--- src/rtl/alu_result_sel_pipe.sv ---
// Registered ALU result selector: picks CLA, SLT or multi-cycle modulo result
// and presents it to writeback through a single valid/ready output slot.
module alu_result_sel_pipe #(
   parameter int         WIDTH  = 32,
   parameter logic [2:0] OP_SLT = 3'b100,
   parameter logic [2:0] OP_MOD = 3'b111
) (
   input  logic             clk,
   input  logic             rst_n,
   input  logic             in_valid,
   output logic             in_ready,
   input  logic [2:0]       alu_op,
   input  logic [WIDTH-1:0] cla_result,
   input  logic             slt,
   output logic             mod_start,
   input  logic             mod_done,
   input  logic [WIDTH-1:0] mod_result,
   output logic             out_valid,
   input  logic             out_ready,
   output logic [WIDTH-1:0] out_result,
   output logic [2:0]       out_op,
   output logic             busy,
   output logic [1:0]       dbg_state
);

   // Handshake: a transfer happens on a rising edge where valid & ready are both 1;
   // valid may not depend on ready, and producers hold their data until the transfer.

   localparam logic [1:0] ST_IDLE     = 2'd0;
   localparam logic [1:0] ST_WAIT_MOD = 2'd1;
   localparam logic [1:0] ST_HOLD     = 2'd2;

   logic [1:0]       state_q, state_d;
   logic             out_valid_q, out_valid_d;
   logic [WIDTH-1:0] out_result_q, out_result_d;
   logic [2:0]       out_op_q, out_op_d;
   logic             mod_start_q, mod_start_d;
   logic [WIDTH-1:0] hold_buf_q, hold_buf_d;

   logic             slot_free;
   logic             accept;
   logic [WIDTH-1:0] sel_result;

   always_comb begin
      sel_result = cla_result;
      if (alu_op == OP_SLT) begin
         sel_result = {{(WIDTH-1){1'b0}}, slt};
      end
   end

   always_comb begin
      slot_free    = !out_valid_q || out_ready;
      in_ready     = (state_q == ST_IDLE) && slot_free;
      accept       = in_valid && in_ready;
      state_d      = state_q;
      // The slot empties whenever writeback takes it; loads below refill it.
      out_valid_d  = out_valid_q && !out_ready;
      out_result_d = out_result_q;
      out_op_d     = out_op_q;
      mod_start_d  = 1'b0;
      hold_buf_d   = hold_buf_q;
      case (state_q)
         ST_IDLE: begin
            if (accept) begin
               if (alu_op == OP_MOD) begin
                  mod_start_d = 1'b1;
                  state_d     = ST_WAIT_MOD;
               end else begin
                  out_result_d = sel_result;
                  out_op_d     = alu_op;
                  out_valid_d  = 1'b1;
               end
            end
         end
         ST_WAIT_MOD: begin
            if (mod_done) begin
               if (slot_free) begin
                  out_result_d = mod_result;
                  out_op_d     = OP_MOD;
                  out_valid_d  = 1'b1;
                  state_d      = ST_IDLE;
               end else begin
                  hold_buf_d = mod_result;
                  state_d    = ST_HOLD;
               end
            end
         end
         ST_HOLD: begin
            if (slot_free) begin
               out_result_d = hold_buf_q;
               out_op_d     = OP_MOD;
               out_valid_d  = 1'b1;
               state_d      = ST_IDLE;
            end
         end
         default: begin
            state_d = ST_IDLE;
         end
      endcase
   end

   always_ff @(posedge clk or negedge rst_n) begin
      if (!rst_n) begin
         state_q      <= ST_IDLE;
         out_valid_q  <= 1'b0;
         out_result_q <= '0;
         out_op_q     <= '0;
         mod_start_q  <= 1'b0;
         hold_buf_q   <= '0;
      end else begin
         state_q      <= state_d;
         out_valid_q  <= out_valid_d;
         out_result_q <= out_result_d;
         out_op_q     <= out_op_d;
         mod_start_q  <= mod_start_d;
         hold_buf_q   <= hold_buf_d;
      end
   end

   assign out_valid  = out_valid_q;
   assign out_result = out_result_q;
   assign out_op     = out_op_q;
   assign mod_start  = mod_start_q;
   assign busy       = (state_q != ST_IDLE);
   assign dbg_state  = state_q;

endmodule

--- config.mk ---
export PLATFORM = sky130hd
export DESIGN_NAME = alu_result_sel_pipe
export DESIGN_NICKNAME = d
export VERILOG_FILES = /design/src/rtl/alu_result_sel_pipe.sv
export SDC_FILE = /design/constraint.sdc
export NUM_CORES = 1
export LEC_CHECK = 0
export CORE_MARGIN = 5
export CORE_UTILIZATION = 47
export DETAILED_ROUTE_END_ITERATION = 16
export MAX_ROUTING_LAYER = met4
export PLACE_DENSITY = 0.91
export REMOVE_ABC_BUFFERS = 1
export SYNTH_ARGS = -nofsm -noshare
export SYNTH_HDL_FRONTEND = slang
export SYNTH_SLANG_ARGS = --single-unit
--- constraint.sdc ---
create_clock -name clk -period 2.3 [get_ports clk]
set_input_delay 0.69 -clock clk [delete_from_list [all_inputs] [get_ports clk]]
set_output_delay 0.69 -clock clk [all_outputs]
set_load 0.005 [all_outputs]
### Word level (Yosys, flattened, before mapping)

Cells that the tools add are included.

| storage, ports and cells | value |
|---|---|
| register bits after elaboration | 71 |
| input port bits | 73 |
| output and inout port bits | 41 |
| word-level logic and storage cells | 56 |

| operators by class | value |
|---|---|
| equality and inequality tests | 10 |
| muxes and demuxes | 26 |
| bitwise gates (word level) | 1 |
| reduce and logical (&&, ||, !) cells | 13 |

Operator list:

| operator | number |
|---|---|
| $mux 32 | 6 |
| $pmux 32 s3 | 1 |
| $mux 3 | 4 |
| $mux 2 | 5 |
| $ne 2x2->1 const B | 5 |
| $pmux 3 s3 | 1 |
| $reduce_and 4->1 | 2 |
| $mux 1 | 7 |
| $eq 3x3->1 const B | 2 |
| $pmux 2 s3 | 1 |
| $reduce_and 6->1 | 1 |
| $logic_and 1x1->1 | 3 |
| $pmux 1 s3 | 1 |
| $reduce_and 3->1 | 1 |
| $reduce_bool 3->1 | 1 |
| $eq 2x1->1 const B | 1 |
| $eq 2x2->1 const B | 1 |
| $logic_not 1->1 | 2 |
| $logic_not 2->1 | 1 |
| $ne 2x1->1 const B | 1 |
| $reduce_bool 2->1 | 1 |
| $logic_or 1x1->1 | 1 |
| $not 1->1 | 1 |

### Logic depth before layout (Yosys ltp)

| logic depth | value |
|---|---|
| depth in word-level cells | 6 |
| gate-level depth with buffers | 8 |
| mapped depth without buffers | 6 |

### Worst setup path before layout

Ideal clock, no wire load.

| timing | value |
|---|---|
| path type | register to register |
| start | register state_q[0], in the netlist dbg_state[0] |
| end | register out_result_q[10], in the netlist out_result[10] |
| library setup time | 0.125 ns |
| arrival | 1.868 ns |
| required time | 2.175 ns |
| setup slack | 0.307 ns |
| stages on the path, launching flop included | 9 |
| path buffers | 2 |
| clock period less this slack | 1.993 ns |
| path through | dfrtp_1 -> inv_1 -> ha_1 -> buf_6 -> nor2_1 -> o21ai_1 -> a211oi_4 -> buf_6 -> mux2_4 |

| between the ends | value |
|---|---|
| longest elaborated chain between the ends | 5 |
| elaborated cells on any way between the ends | 13 |
| those cells by class | eq/ne (7); mux (1); reduce/logical (5) |

Ends and longest elaborated chain:

| what | RTL line | text |
|---|---|---|
| from (decl) | 33 | `logic [1:0] state_q, state_d;` |
| from (signal assigned) | 111 | `state_q <= state_d;` |
| $logic_not 2->1 | 53, 62 |  |
| $logic_and 1x1->1 | 53 | `in_ready = (state_q == ST_IDLE) && slot_free;` |
| $logic_and 1x1->1 | 54 | `accept = in_valid && in_ready;` |
| $ne 2x2->1 (no source line) | - |  |
| $reduce_and 6->1 (no source line) | - |  |
| to (signal assigned) | 113 | `out_result_q <= out_result_d;` |
| to (decl) | 35 | `logic [WIDTH-1:0] out_result_q, out_result_d;` |

Several ways; a longest one is shown, not always the timed one.
A chain may end at the register's enable or synchronous reset.

### Worst setup path in the final report

| timing | value |
|---|---|
| start | input port out_ready |
| end | register state_q[0], in the netlist dbg_state[0] |

| between the ends | value |
|---|---|
| longest elaborated chain between the ends | 5 |
| elaborated cells on any way between the ends | 6 |
| those cells by class | eq/ne (2); reduce/logical (4) |

Ends and longest elaborated chain:

| what | RTL line | text |
|---|---|---|
| from (decl) | 19 | `input logic out_ready,` |
| $logic_or 1x1->1 * | 52 | `slot_free = !out_valid_q \|\| out_ready;` |
| $logic_and 1x1->1 | 53 |  |
| $logic_and 1x1->1 | 54 |  |
| $ne 2x2->1 (no source line) | - |  |
| $reduce_and 4->1 (no source line) * | - |  |

Mark *: on every way between the ends. The rest lies on a longest branch, timed or not.

==> metrics <==
gr ovfl total=0; post-route ant nets=0; vias in the first global route=3048; placer congestion estimate=roughly 0.85; status=finished clean; Tcrit/Tclk final=98.5%; Max-slew headroom=between 70% and 80%; Startpoint Class=input pin; die area=approximately 9400 sq um; sequential power share=30.3%; clk sinks=71; Die Y=about 97 um; Root Buffer=clkbuf_8; Sw Ratio=32.7%; Reg clk slew, reported paths=80 ps; maximum clock frequency=between 400 and 500 MHz; Die W=97.2 um; DP HPWL=between 6000 and 7000 um; clock power share=~16%; hold crit path type=in -> async; DR WL/cell=between 15 and 20 um; post-synthesis register bit count=71; Ys Warns=0; worst vdd ir=approximately 0.00074 V; final WL=9060 um; fin crit period=2270 ps; main flop type after synthesis=dfrtp_1; io pins=between 100 and 150; gr usage total=about a fifth; worst reg2reg setup slack=200 ps; Gate power share=a little over half; maxcap violations=0; Layout area overhead=45.0%; crit path DAT=2490 ps; Synth area leader=dfrtp_1; Critical Path Sink Type=flop; Skew-Pair Late Insertion Delay=between 300 and 400 ps; Cell Area, Synth=~3600 sq um; Starting Density=~50%; Longest Clk Path Bufs=2; Final Setup Violations=0; # DRC=0; Cell Int Power=~4.8 mW; final setup TNS=0 ps; IO Port Bufs=113; initial antenna violation count=0; WS Path Type=in -> reg; number of distinct library cells after synthesis=33; Cell Rows=31; Core ar.=7330 sq um; Post-CTS Hold Buffers=0; top post-synthesis cells by area=dfrtp_1, a22o_1, mux2_2; first-pass GRT wire length=15000 um; largest net degree at the start of global routing=40; clk_skew=between 7 and 8 ps; Final Hold Viols=0; Async S/R FF share, synth=100%; share of cells above drive strength 1=28.6%; commonest cells in the netlist=dfrtp_1, a22o_1, mux2_2, mux2_4, buf_2; Max Slew Vio Count=0; Avg Cell Area, Syn=13.5 sq um; CTS tree=built; Vias per Instance=5.57; most common cell in the netlist=dfrtp_1; worst-margin pin slew=approximately 430 ps; Vias=roughly 2.8k; largest fanout on the critical path=5; nets=around 470; Lkg Pwr=2.33 nW; 1st-pass router iterations=6; register area share after synthesis=49.7%; Sw Pwr=about 2.3 mW; Yosys top cell area share=just under 50%; Num CTS Buffers=9; Syn Inst Count=264; initial drt markers=99; RSZ-0062 raised after global routing=no; WP data required=~2500 ps; H-tree depth=3; pwr/cell area=1380 nW/um^2; post-layout util=approximately 71%; number of diodes=0; EDFF count, synth=0
-- metrics by stage --
stage / hold WS (ps) / cell area (sq um) / cells / setup WS (ps) / power, mW
floorplan: 394 / 3450 / 243 / -782 / 4.44
global placement: 485 / 4930 / 477 / -314 / 5.83
CTS: 286 / 5180 / 494 / 48.2 / 7.21
finish: 289 / 5180 / 494 / 33.6 / 7.18
detailed placement: 493 / 4930 / 477 / -370 / 6.04
global route: 302 / 5180 / 494 / 14.1 / 7.63
-- power groups by stage --
stage | Combinational [mW] | Clock [mW] | Sequential (mW)
after floorplan | 2.29 | 0 | 2.15
final | 3.88 | 1.12 | 2.17
after global routing | 4.17 | 1.21 | 2.24
after CTS | 3.89 | 1.15 | 2.17
after global placement | 3.68 | 0 | 2.15
after detailed placement | 3.84 | 0 | 2.19
-- registers in the layout (all words and copies together) (netlist names) --
name        flops
hold_buf_q     32
out_result     32
out_op          3
dbg_state       2
mod_start       1
out_valid       1
-- placed cells by master, fill, tap and decap left out, types with 2 or more instances in the layout --
master / Yosys / final
bufinv_16: 0 / 2
mux2i_1: 3 / 3
a21o_1: 2 / 2
a22o_1: 62 / 62
buf_12: 0 / 4
nor2_1: 6 / 4
clkdlybuf4s50_1: 0 / 110
mux2_4: 21 / 21
dfrtp_1: 71 / 71
clkbuf_8: 0 / 9
mux2_2: 43 / 43
ha_1: 5 / 4
clkinv_4: 0 / 2
buf_4: 0 / 20
nand3_1: 3 / 2
mux2_1: 2 / 2
nor3_1: 2 / 2
inv_1: 5 / 5
-- worst max-delay path: stages --
cell             delay, ps
clkdlybuf4s50_1        470
and2b_4                200
buf_4                  150
or3b_1                 410
a21oi_2                210
mux2_2                 350
-- cell families (layout without fill, tap and decap cells) --
logic type / count (synthesis) / after routing / synth area share [%]
and+or+nand+nor: 21 / 21 / 3.29
AOI/OAI and AO/OA: 72 / 72 / 17.5
muxes: 69 / 69 / 23.8
adders and majority gates: 5 / 5 / 1.75
DFF: 71 / 71 / 49.7
buffers and inverters: 26 / 157 / 3.89
-- final timing paths --
path	start	to	depth (start not counted)
setup / recovery	out_ready	dbg_state[0]$_DFFE_PN0P_	6
hold / removal	rst_n	out_result[23]$_DFFE_PN0P_	1
setup reg to reg	dbg_state[0]$_DFFE_PN0P_	out_result[6]$_DFFE_PN0P_	7
hold reg to reg	out_op[0]$_DFFE_PN0P_	out_op[0]$_DFFE_PN0P_	1
max in group asynchronous	rst_n	hold_buf_q[20]$_DFFE_PN0P_	2
min in group clk	out_op[0]$_DFFE_PN0P_	out_op[0]$_DFFE_PN0P_	1
-- repair_timing --
item | 4_1_cts | 5_1_grt
endpoints found under the setup margin | 3 | 1
resized for setup | 9 | 1
setup buffers | 1 | 0
-- per-layer routing --
layer | vias to the layer above | wire length [um] | GRT usage (%)
met5 | - | 0 | -
met4 | 0 | 53 | 4.64
met3 | 8 | 396 | 4.95
met2 | 90 | 4750 | 35.5
met1 | 1397 | 3870 | 23.3
li1 | 1259 | - | -
-- layout make-up --
class                   count  area, sq um
fillers                   500         2150
flip-flops and latches     71         1780
multi-input cells         167         1690
repair buffers            136         1350
clock buffers               9          124
well taps                  99          124
clock inverters             7          105
inverters                   5         18.8
No activity file was read; power rests on OpenSTA's default activity.
